## src/rtl/hazard_pkg.sv

```systemverilog
// rtl/hazard_pkg.sv - shared types and sizing helpers for the hazard controller
package hazard_pkg;

  typedef enum logic [1:0] {
    RUN  = 2'd0,
    WAIT = 2'd1,
    HALT = 2'd2
  } state_t;

  // Freeze counter width: enough for MEM_WAIT-1, never narrower than 2 bits.
  function automatic int cnt_width(input int mem_wait);
    int w;
    w = 0;
    while ((1 << w) < (mem_wait + 1)) begin
      w = w + 1;
    end
    return (w < 2) ? 2 : w;
  endfunction

endpackage

```

## src/rtl/hazard_detect.sv

```systemverilog
// rtl/hazard_detect.sv - load-use comparator between ID sources and the EX load
module hazard_detect (
  input  logic [2:0] rs1_adr_i,
  input  logic [2:0] rs2_adr_i,
  input  logic       rs1_use_i,
  input  logic       rs2_use_i,
  input  logic       regwrite_i,
  input  logic [2:0] regwrite_adr_i,
  input  logic       load_i,
  output logic       load_use_o
);

  logic rs1_hit;
  logic rs2_hit;

  // r0 is an ordinary register, so address 0 takes part in the match
  always_comb begin
    rs1_hit    = rs1_use_i && (rs1_adr_i == regwrite_adr_i);
    rs2_hit    = rs2_use_i && (rs2_adr_i == regwrite_adr_i);
    load_use_o = regwrite_i && load_i && (rs1_hit || rs2_hit);
  end

endmodule

```

## src/rtl/hazard_unit.sv

```systemverilog
// rtl/hazard_unit.sv - pipeline hazard, stall, freeze and halt controller
module hazard_unit #(
  parameter int MEM_WAIT = 2
) (
  input  logic       clk,
  input  logic       reset,
  input  logic [2:0] rs1_adr_id,
  input  logic [2:0] rs2_adr_id,
  input  logic       rs1_use_id,
  input  logic       rs2_use_id,
  input  logic       regwrite_ex,
  input  logic [2:0] regwrite_adr_ex,
  input  logic       regwrite_dat_controll_ex,
  input  logic       branch_taken_ex,
  input  logic       halt_ex,
  input  logic       mem_access_mem,
  output logic       pc_en,
  output logic       ifid_en,
  output logic       ifid_flush,
  output logic       idex_en,
  output logic       idex_flush,
  output logic       exmem_en,
  output logic       exmem_flush,
  output logic       memwb_en,
  output logic       halted
);
  import hazard_pkg::*;

  localparam int CW         = cnt_width(MEM_WAIT);
  localparam int CNT_INIT_I = (MEM_WAIT > 0) ? (MEM_WAIT - 1) : 0;
  localparam logic [CW-1:0] CNT_INIT  = CNT_INIT_I[CW-1:0];
  localparam logic          MEM_MULTI = (MEM_WAIT > 0);

  state_t        state_q, state_d;
  logic [CW-1:0] cnt_q, cnt_d;

  logic load_use;
  logic do_freeze;
  logic do_halt;
  logic do_branch;
  logic do_stall;

  hazard_detect u_detect (
    .rs1_adr_i      (rs1_adr_id),
    .rs2_adr_i      (rs2_adr_id),
    .rs1_use_i      (rs1_use_id),
    .rs2_use_i      (rs2_use_id),
    .regwrite_i     (regwrite_ex),
    .regwrite_adr_i (regwrite_adr_ex),
    .load_i         (regwrite_dat_controll_ex),
    .load_use_o     (load_use)
  );

  // State and freeze counter registers; reset returns to RUN from anywhere
  always_ff @(posedge clk) begin
    if (reset) begin
      state_q <= RUN;
      cnt_q   <= '0;
    end else begin
      state_q <= state_d;
      cnt_q   <= cnt_d;
    end
  end

  // Next state plus the winning hazard; the release cycle of WAIT is RUN without the mem term
  always_comb begin
    logic eval;
    logic mem_term;
    state_d   = state_q;
    cnt_d     = cnt_q;
    do_freeze = 1'b0;
    do_halt   = 1'b0;
    do_branch = 1'b0;
    do_stall  = 1'b0;
    eval      = 1'b0;
    mem_term  = 1'b0;
    if (!reset) begin
      case (state_q)
        RUN: begin
          eval     = 1'b1;
          mem_term = MEM_MULTI && mem_access_mem;
        end
        WAIT: begin
          if (cnt_q != '0) begin
            do_freeze = 1'b1;
            cnt_d     = cnt_q - CW'(1);
          end else begin
            eval = 1'b1;
          end
        end
        HALT: do_halt = 1'b1;
        default: state_d = RUN;
      endcase
      if (eval) begin
        state_d = RUN;
        if (mem_term) begin
          do_freeze = 1'b1;
          cnt_d     = CNT_INIT;
          state_d   = WAIT;
        end else if (halt_ex) begin
          do_halt = 1'b1;
          state_d = HALT;
        end else if (branch_taken_ex) begin
          do_branch = 1'b1;
        end else if (load_use) begin
          do_stall = 1'b1;
        end
      end
    end
  end

  // Output muxing; every flush is paired with its enable held high
  always_comb begin
    pc_en       = 1'b1;
    ifid_en     = 1'b1;
    ifid_flush  = 1'b0;
    idex_en     = 1'b1;
    idex_flush  = 1'b0;
    exmem_en    = 1'b1;
    exmem_flush = 1'b0;
    memwb_en    = 1'b1;
    halted      = !reset && (state_q == HALT);
    if (do_freeze) begin
      pc_en    = 1'b0;
      ifid_en  = 1'b0;
      idex_en  = 1'b0;
      exmem_en = 1'b0;
      memwb_en = 1'b0;
    end else if (do_halt) begin
      pc_en       = 1'b0;
      ifid_en     = 1'b0;
      idex_en     = 1'b0;
      exmem_flush = 1'b1;
    end else if (do_branch) begin
      ifid_flush = 1'b1;
      idex_flush = 1'b1;
    end else if (do_stall) begin
      pc_en      = 1'b0;
      ifid_en    = 1'b0;
      idex_flush = 1'b1;
    end
  end

endmodule

```

## config.mk

```make
export PLATFORM = sky130hd
export DESIGN_NAME = hazard_unit
export DESIGN_NICKNAME = d
export VERILOG_FILES = /design/src/rtl/hazard_pkg.sv /design/src/rtl/hazard_detect.sv /design/src/rtl/hazard_unit.sv
export SDC_FILE = /design/constraint.sdc
export NUM_CORES = 1
export LEC_CHECK = 0
export CAP_MARGIN = 5
export CORE_UTILIZATION = 25
export CTS_BUF_LIST = sky130_fd_sc_hd__clkbuf_8
export DETAILED_ROUTE_END_ITERATION = 10
export GPL_ROUTABILITY_DRIVEN = 0
export HOLD_SLACK_MARGIN = 0.08
export PLACE_DENSITY_LB_ADDON = 0.2
export SLEW_MARGIN = 10
export SYNTH_ARGS = -nofsm -noshare
export SYNTH_HDL_FRONTEND = slang
export SYNTH_SLANG_ARGS = --single-unit
```

## constraint.sdc

```tcl
create_clock -name clk -period 2.1 [get_ports clk]
set_clock_uncertainty 0.05 [all_clocks]
set_input_delay 0.42 -clock clk [delete_from_list [all_inputs] [get_ports clk]]
set_output_delay 0.42 -clock clk [all_outputs]
set_load 0.02 [all_outputs]
```

==> flow_summary.yaml, run 1 <==
run_status:
  status: "complete, no violations"
grt:
  grtUsageMet2_pct: 25.8
  met3_usage_pct: 3.98
  grt_pass1_vias: 385
  use_met1_pct: 14.9
  antenna_found_initial: 0
  grt.overflow.total: 0
  grt_pass1_wl_mm: 1.50
  grt_max_degree: 6
  grt_usage_pct: 15.1
  gr-max-usage-layer: "met2"
logic_synthesis:
  ys.flop_type: "dfxtp_1"
  ys_ff_latch: 4
  synthArstFlopShare_pct: 0
  synth.area.top_cells: "dfxtp_1, xnor2_1, a31o_1"
  syn_nets: 60
  synth_top_area_share_pct: 22.9
  syn_avg_cell_area_um2: 8.34
  yosysMostFrequentCell: "xnor2_1"
  synth_largest_area_cell: "dfxtp_1"
  synth_common_cells: "xnor2_1, dfxtp_1, nor2_1, a21oi_1"
  synthCells: 42
  synth_cell_types: 25
  yosysWarnings: 0
  synth-edff-count: 0
  synthesis.area_um2: 350
  ys_seq_area_share_pct: 22.9
layout:
  layout-drive-gt1-share_pct: 36.3
  multi_input_area_um2: 280
  fin_nets: 100
  final_area_um2: 728
  final_core_util_pct: 56.0
  regArea_um2: 80.1
  diodes: 0
  fill_cells: 142
  syn2layout_area_growth_pct: 108
die:
  initial_core_util_pct: 26.9
  core-area_um2: 1300
  die_h_um: 39.4
  die-width_um: 39.4
  ios: 27
  rows: 13
  die_area_um2: 1560
timing:
  finalCritPeriodShare_pct: 97.9
  fin_setup_tns_ns: 0
  hold_viol: 0
  fin_crit_ns: 2.06
  fmax_mhz: 486
  drv_slew: 0
  relSlewSlack_pct: 82.8
  tightest_slew_ns: 0.257
  rsz0062_at_grt: "no"
  finalSetupViolations: 0
  whs_ns: 0.453
route:
  wire_per_inst_um: 11.3
  vias_per_cell: 4.53
  wirelength_mm: 1.07
  antenna_left: 0
  dr.pass1.iters: 1
  route.detailed.drc: 0
  drtIter0Drc: 0
  vias: 430
clock_tree:
  ctsHoldBuffers: 0
  cts_root_buf: "clkbuf_8"
  post_cts_buffers: 0
  cts_buffers: 3
  cts_sinks: 4
  clkSlewWorstSetupHoldPaths_ns: 0.03
  insertion_delay_ns: 0.22
  cts_tree: "yes"
  cts.path.max_buffers: 2
  htreeDepth: 1
worst_setup_path:
  worstSetupPathType: "input pin to primary output"
  start_kind: "input pin"
  cp.arrival_ns: 1.59
  cp-end-kind: "primary output"
  worstPathMaxFanout: 3
  critPathRequiredTime_ns: 1.63
pwr:
  power_uw: 407
  peakVddDrop_mv: 0.346
  pwr-share-comb_pct: 39.1
  power_density_nw_per_um2: 559
  swShare_pct: 28.3
  clkPwrFrac_pct: 39.1
  p_int_uw: 292
  p_leak_uw: 0.000332
  switchingPower_uw: 115
  power_frac_seq_pct: 21.7
place:
  placed_area_um2: 697
  io_buffers: 26
  dp_hpwl_um: 878
min_path:
  worstHoldPathType: "flop to flop"
run:
  max_cap_viol_count: 0
-- layout by cell type (no fill, tap or decap), types with 2 or more instances in the layout --
cell type,netlist,final
dlygate4sd2_1,0,13
buf_4,2,13
xnor2_1,6,5
clkdlybuf4s50_1,0,5
nor2_1,4,4
dfxtp_1,4,4
nor3_2,1,3
a21oi_1,3,3
clkbuf_8,0,3
nand4_1,2,2
a31o_1,2,2
clkbuf_2,0,2
buf_2,0,2
-- layout make-up --
type                            instances  area share [%]
Clock buffer                            3            5.67
Inverter                                1           0.515
Tap cell                               15            2.58
Sequential cell                         4            11.0
Timing Repair Buffer                   37            41.8
Multi-Input combinational cell         35            38.5
-- worst paths after layout --
kind / start / endpoint / slack, ns / depth (start not counted)
max reg2reg: state_q[0]$_SDFFE_PP0P_ / state_q[1]$_SDFFE_PP0P_ / 0.93 / 4
min: cnt_q[1]$_SDFF_PP0_ / cnt_q[1]$_SDFF_PP0_ / 0.45 / 1
max: mem_access_mem / exmem_flush / 0.04 / 6
min reg2reg: cnt_q[1]$_SDFF_PP0_ / cnt_q[1]$_SDFF_PP0_ / 0.45 / 1
-- power by group through the flow --
stage / Sequential, uW / Combinational, uW / Clock (uW)
after floorplan: 90.8 / 73.3 / 0
after global placement: 89.0 / 171 / 0
after detailed placement: 88.6 / 173 / 0
after CTS: 88.2 / 157 / 164
after global routing: 89.1 / 175 / 173
final: 88.4 / 159 / 159
-- cells by family after synthesis --
group / synth area share (%)
XOR/XNOR: 15.0
buffers and inverters: 5.35
AO/OA/AOI/OAI: 17.5
flip-flops: 22.9
AND/OR/NAND/NOR: 39.3
-- critical path: stages --
cell           delay (ns)
dlygate4sd2_1        0.26
nand2b_4             0.07
buf_4                0.14
and2_1               0.18
a31o_1               0.20
dlygate4sd2_1        0.31
-- sequential cells by signal, indices dropped and copies added (netlist names) --
| register | cells |
|---|---|
| cnt_q | 2 |
| state_q | 2 |
-- per-layer routing --
layer  up-vias  routed length [um]  part of all wire [%]
li1        225                   -                     -
met1       185                 434                    41
met2        18                 514                    48
met3         2                  97                   9.1
met4         0                  24                   2.2
met5         -                   0                     0
-- through the flow --
| step | setup WS [ns] | instances |
|---|---|---|
| 6_report | 0.0440 | 95 |
| 4_1_cts | 0.00438 | 95 |
| 2_1_floorplan | 0.00997 | 42 |
| 3_3_place_gp | -0.531 | 92 |
| 5_1_grt | 0.00193 | 95 |
| 3_5_place_dp | -0.593 | 92 |
-- what timing repair did --
| item | 4_1_cts | 5_1_grt |
|---|---|---|
| pin swaps | 10 | 5 |
| resized for setup | 37 | 9 |
| setup endpoints to repair | 9 | 7 |
| cloned | 0 | 0 |
Note: power is estimated with default switching activity, not from simulation.
==> run 2: changes to the inputs <==
--- a/config.mk
+++ b/config.mk
@@ -12,7 +12,6 @@
 export GPL_ROUTABILITY_DRIVEN = 0
 export HOLD_SLACK_MARGIN = 0.08
 export PLACE_DENSITY_LB_ADDON = 0.2
-export SLEW_MARGIN = 10
 export SYNTH_ARGS = -nofsm -noshare
 export SYNTH_HDL_FRONTEND = slang
 export SYNTH_SLANG_ARGS = --single-unit
==> constraint.sdc (replaced) <==
create_clock -name clk -period 2.55 [get_ports clk]
set_clock_uncertainty 0.05 [all_clocks]
set_input_delay 0.51 -clock clk [delete_from_list [all_inputs] [get_ports clk]]
set_output_delay 0.51 -clock clk [all_outputs]
set_load 0.02 [all_outputs]
==> flow_summary.yaml, run 2 (same netlist as run 1, synthesis figures left out) <==
die:
  core-area_um2: 1300
  die-width_um: 39.4
  initial_core_util_pct: 26.9
  die_h_um: 39.4
  ios: 27
  rows: 13
  die_area_um2: 1560
clock_tree:
  cts.path.max_buffers: 2
  cts_sinks: 4
  post_cts_buffers: 0
  clkSlewWorstSetupHoldPaths_ns: 0.03
  cts_root_buf: "clkbuf_8"
  ctsHoldBuffers: 0
  insertion_delay_ns: 0.21
  cts_buffers: 3
  cts_tree: "yes"
  htreeDepth: 1
route:
  antenna_left: 0
  drtIter0Drc: 5
  vias: 409
  wire_per_inst_um: 10.5
  vias_per_cell: 4.49
  dr.pass1.iters: 3
  wirelength_um: 954
  route.detailed.drc: 0
worst_setup_path:
  cp-end-kind: "primary output"
  worstSetupPathType: "input pin to primary output"
  critPathRequiredTime_ns: 1.99
  cp.arrival_ns: 1.95
  worstPathMaxFanout: 2
  start_kind: "input pin"
pwr:
  swShare_pct: 27.2
  p_leak_uw: 0.000274
  power_uw: 323
  power_frac_seq_pct: 22.9
  p_int_uw: 235
  clkPwrFrac_pct: 40.1
  switchingPower_uw: 87.7
  power_density_nw_per_um2: 470
  peakVddDrop_mv: 0.361
  pwr-share-comb_pct: 36.9
layout:
  layout_commonest_cell: "clkdlybuf4s50_1"
  fin_nets: 96
  layout_common_cells: "clkdlybuf4s50_1, buf_4, xnor2_1"
  final_core_util_pct: 52.8
  diodes: 0
  instances_no_fill: 91
  top_regs: "cnt_q (2), state_q (2)"
  layout-drive-gt1-share_pct: 25.0
  syn2layout_area_growth_pct: 96.1
timing:
  rsz0062_at_grt: "yes"
  hold_viol: 0
  finalCritPeriodShare_pct: 98.4
  fmax_mhz: 398
  relSlewSlack_pct: 78.8
  fin_crit_ns: 2.51
  drv_slew: 0
  tightest_slew_ns: 0.317
  finalSetupViolations: 0
grt:
  grt_pass1_vias: 368
  grt.overflow.total: 0
  grt_pass1_wl_mm: 1.33
  grt_usage_pct: 13.1
  antenna_found_initial: 0
  grt_max_degree: 9
place:
  dp_hpwl_um: 765
  io_buffers: 26
  dp.cells: 88
min_path:
  worstHoldPathType: "flop to flop"
run_status:
  status: "complete, no violations"
run:
  max_cap_viol_count: 0
[run 2: cell count changes in the layout (fill, tap and decap cells not counted), sizes merged]
cell | before | now
clkdlybuf4s50 | 5 | 17
dlygate4sd2 | 13 | 3
buf | 15 | 7
dlygate4sd1 | 0 | 2
clkbuf | 5 | 6
dlymetal6s2s | 1 | 0
[run 2: layer usage]
layer / vias up / part of all wire, % / track usage [%]
met5: - / 0 / 0
met1: 177 / 43 / 11.5
li1: 217 / - / -
met3: 0 / 9.0 / 5.11
met2: 15 / 48 / 23.4
met4: 0 / 0 / 10.3
[run 2: cell type report]
cell class,instances,area [um2]
Multi-Input combinational cell,35,251
Tap cell,15,18.8
Inverter,1,3.75
Clock buffer,3,41.3
Fill cell,147,614
Timing Repair Buffer,33,292
Sequential cell,4,80.1
[run 2: power by group through the flow]
| stage | combinational, uW | clock [uW] | sequential (uW) |
|---|---|---|---|
| floorplan | 60.4 | 0 | 74.7 |
| global placement | 131 | 0 | 74.8 |
| detailed placement | 130 | 0 | 75.1 |
| CTS | 121 | 133 | 74.2 |
| global route | 129 | 135 | 75.2 |
| finish | 119 | 130 | 74.0 |
[run 2: worst max-delay path, cell delays in order]
cell and delay [ns]:
clkdlybuf4s50_1 0.51, xnor2_1 0.13, nand4_1 0.13, a211oi_2 0.27, nor3_1 0.08, dlygate4sd1_1 0.32
[run 2: worst paths after layout]
check / from / endpoint / slack (ns) / depth (start not counted)
max reg2reg: state_q[0]$_SDFFE_PP0P_ / state_q[1]$_SDFFE_PP0P_ / 1.37 / 4
min: cnt_q[1]$_SDFF_PP0_ / cnt_q[1]$_SDFF_PP0_ / 0.45 / 1
max: regwrite_adr_ex[2] / pc_en / 0.04 / 6
min reg2reg: cnt_q[1]$_SDFF_PP0_ / cnt_q[1]$_SDFF_PP0_ / 0.45 / 1
[run 2: metrics by stage]
step / hold WS, ns / setup TNS [ns] / cell area, um2 / setup WS [ns]
2_1_floorplan: 0.431 / 0 / 350 / 0.365
3_3_place_gp: 0.444 / -1.43 / 667 / -0.269
3_5_place_dp: 0.447 / -1.31 / 667 / -0.281
4_1_cts: 0.451 / 0 / 698 / 0.0125
5_1_grt: 0.464 / -0.132 / 687 / -0.0663
6_report: 0.446 / 0 / 687 / 0.0405
[run 2: repair_timing]
action | in CTS | in global routing
hold endpoints to repair | 0 | 0
setup endpoints to repair | 9 | 6
gates cloned | 0 | 0
resized for setup | 10 | 10
==> run 3: changes to the inputs <==
--- a/config.mk
+++ b/config.mk
@@ -6,9 +6,10 @@
 export NUM_CORES = 1
 export LEC_CHECK = 0
 export CAP_MARGIN = 5
-export CORE_UTILIZATION = 25
+export CORE_AREA = 2 2 39 41
 export CTS_BUF_LIST = sky130_fd_sc_hd__clkbuf_8
 export DETAILED_ROUTE_END_ITERATION = 10
+export DIE_AREA = 0 0 41 43
 export GPL_ROUTABILITY_DRIVEN = 0
 export HOLD_SLACK_MARGIN = 0.08
 export PLACE_DENSITY_LB_ADDON = 0.2
==> flow_summary.yaml, run 3 (same netlist as run 1, synthesis figures left out) <==
grt:
  grt_pass1_wl_mm: 1.46
  grt.overflow.total: 0
  antenna_found_initial: 0
  grt_usage_pct: 11.5
  grt_pass1_vias: 393
  grt_max_degree: 9
worst_setup_path:
  start_kind: "input pin"
  reg2reg_slack_ns: 1.29
  cp.depth: 6
  ff2ff_path_depth: 4
  crit_slowest_cell: "clkdlybuf4s50_1"
  critPathRequiredTime_ns: 1.99
  crit_family: "buffers and inverters"
  crit_chain: "clkdlybuf4s50_1, nand2b_2, buf_4, and2_1, a31o_1, dlygate4sd2_1"
  worstSetupPathType: "input pin to primary output"
  r2r_end: "state_q[1]$_SDFFE_PP0P_"
  max_stage_delay_ns: 0.50
  cp.arrival_ns: 1.92
  worstPathMaxFanout: 3
  startpoint: "mem_access_mem"
  crit_buf_inv: 3
  cp-end-kind: "primary output"
  r2r-start: "state_q[0]$_SDFFE_PP0P_"
pwr:
  power_frac_seq_pct: 23.4
  power_density_nw_per_um2: 462
  pwr-share-comb_pct: 36.4
  swShare_pct: 27.2
  switchingPower_uw: 88.3
  clkPwrFrac_pct: 40.2
  power_uw: 324
  p_leak_uw: 0.000285
  peakVddDrop_mv: 0.401
  p_int_uw: 236
layout:
  layout_common_cells: "clkdlybuf4s50_1, xnor2_1, buf_4"
  final_core_util_pct: 50.7
  syn2layout_area_growth_pct: 100
  layout_commonest_cell: "clkdlybuf4s50_1"
  diodes: 0
  fin_nets: 95
  top_regs: "cnt_q (2), state_q (2)"
  layout-drive-gt1-share_pct: 25.3
die:
  die-width_um: 41
  rows: 14
  die_area_um2: 1760
  initial_core_util_pct: 25.3
  ios: 27
  core-area_um2: 1380
  die_h_um: 43
clock_tree:
  cts_root_buf: "clkbuf_8"
  cts_sinks: 4
  clkSlewWorstSetupHoldPaths_ns: 0.03
  cts_buffers: 3
  cts_tree: "yes"
  htreeDepth: 1
  insertion_delay_ns: 0.21
  cts.path.max_buffers: 2
run_status:
  status: "complete, no violations"
timing:
  hold_viol: 0
  rsz0062_at_grt: "no"
  tightest_slew_ns: 0.302
  fin_crit_ns: 2.48
  finalCritPeriodShare_pct: 97.1
  whs_ns: 0.453
  finalSetupViolations: 0
  fin_setup_tns_ns: 0
  drv_slew: 0
  setup_slack_ns: 0.0733
  fmax_mhz: 404
  relSlewSlack_pct: 79.8
min_path:
  whs_endpoint: "cnt_q[1]$_SDFF_PP0_"
  whs_path_depth: 1
  worstHoldStart: "cnt_q[1]$_SDFF_PP0_"
  worstHoldPathType: "flop to flop"
route:
  antenna_left: 0
  vias_per_cell: 4.66
  wirelength_um: 975
  vias: 424
  dr.pass1.iters: 2
  wire_per_inst_um: 10.7
  route.detailed.drc: 0
  drtIter0Drc: 2
place:
  dp_hpwl_um: 820
  io_buffers: 26
  place_ws_ns: -0.335
run:
  max_cap_viol_count: 0
-- run 3: cell count changes in the layout (fill, tap and decap cells not counted), sizes merged --
cell | before | now
clkbuf | 6 | 3
clkdlybuf4s50 | 17 | 16
dlymetal6s2s | 0 | 1
dlygate4sd2 | 3 | 4
clkdlybuf4s15 | 1 | 4
dlygate4sd1 | 2 | 0
-- run 3: how the worst max path moves through the flow --
stage,endpoint
floorplan,pc_en
global placement,idex_flush
detailed placement,idex_flush
CTS,idex_flush
global route,pc_en
finish,exmem_flush
-- run 3: worst register-to-register path, cell delays in order (launching register included) --
cell and delay (ns):
dfxtp_1 0.36, nand2b_2 0.22, buf_4 0.14, and2_1 0.18
a31o_1 0.21
-- run 3: stage by stage --
| stage | std cells | instance area (um2) |
|---|---|---|
| finish | 91 | 702 |
| global route | 91 | 702 |
| CTS | 91 | 703 |
| detailed placement | 88 | 661 |
| global placement | 88 | 661 |
| floorplan | 42 | 350 |
-- run 3: what timing repair did --
| action | CTS | global route |
|---|---|---|
| hold buffers | 0 | 0 |
| gates cloned | 0 | 0 |
| buffers inserted | 0 | 0 |
| endpoints found under the setup margin | 9 | 5 |
| pin swaps | 1 | 2 |
| gates resized for setup | 18 | 4 |
-- run 3: cell type report --
| class | instances | area (um2) |
|---|---|---|
| fillers | 138 | 682 |
| repair buffers | 32 | 300 |
| multi-input cells | 35 | 256 |
| flip-flops and latches | 4 | 80.1 |
| clock buffers | 3 | 41.3 |
| well taps | 16 | 20.0 |
| inverters | 1 | 3.75 |
-- run 3: routing by layer --
metal / up-vias / routed length (um) / global-route usage (%)
met4: 0 / 0 / 4.00
met1: 186 / 388 / 13.1
met3: 0 / 148 / 3.66
met5: - / 0 / 0
met2: 20 / 437 / 19.1
li1: 218 / - / -
-- run 3: power groups by stage --
stage	registers [uW]	clock network, uW	logic [uW]
finish	75.8	130	118
detailed placement	76.5	0	126
global placement	76.5	0	126
CTS	76.0	132	120
floorplan	74.7	0	60.4
global route	77.1	135	129
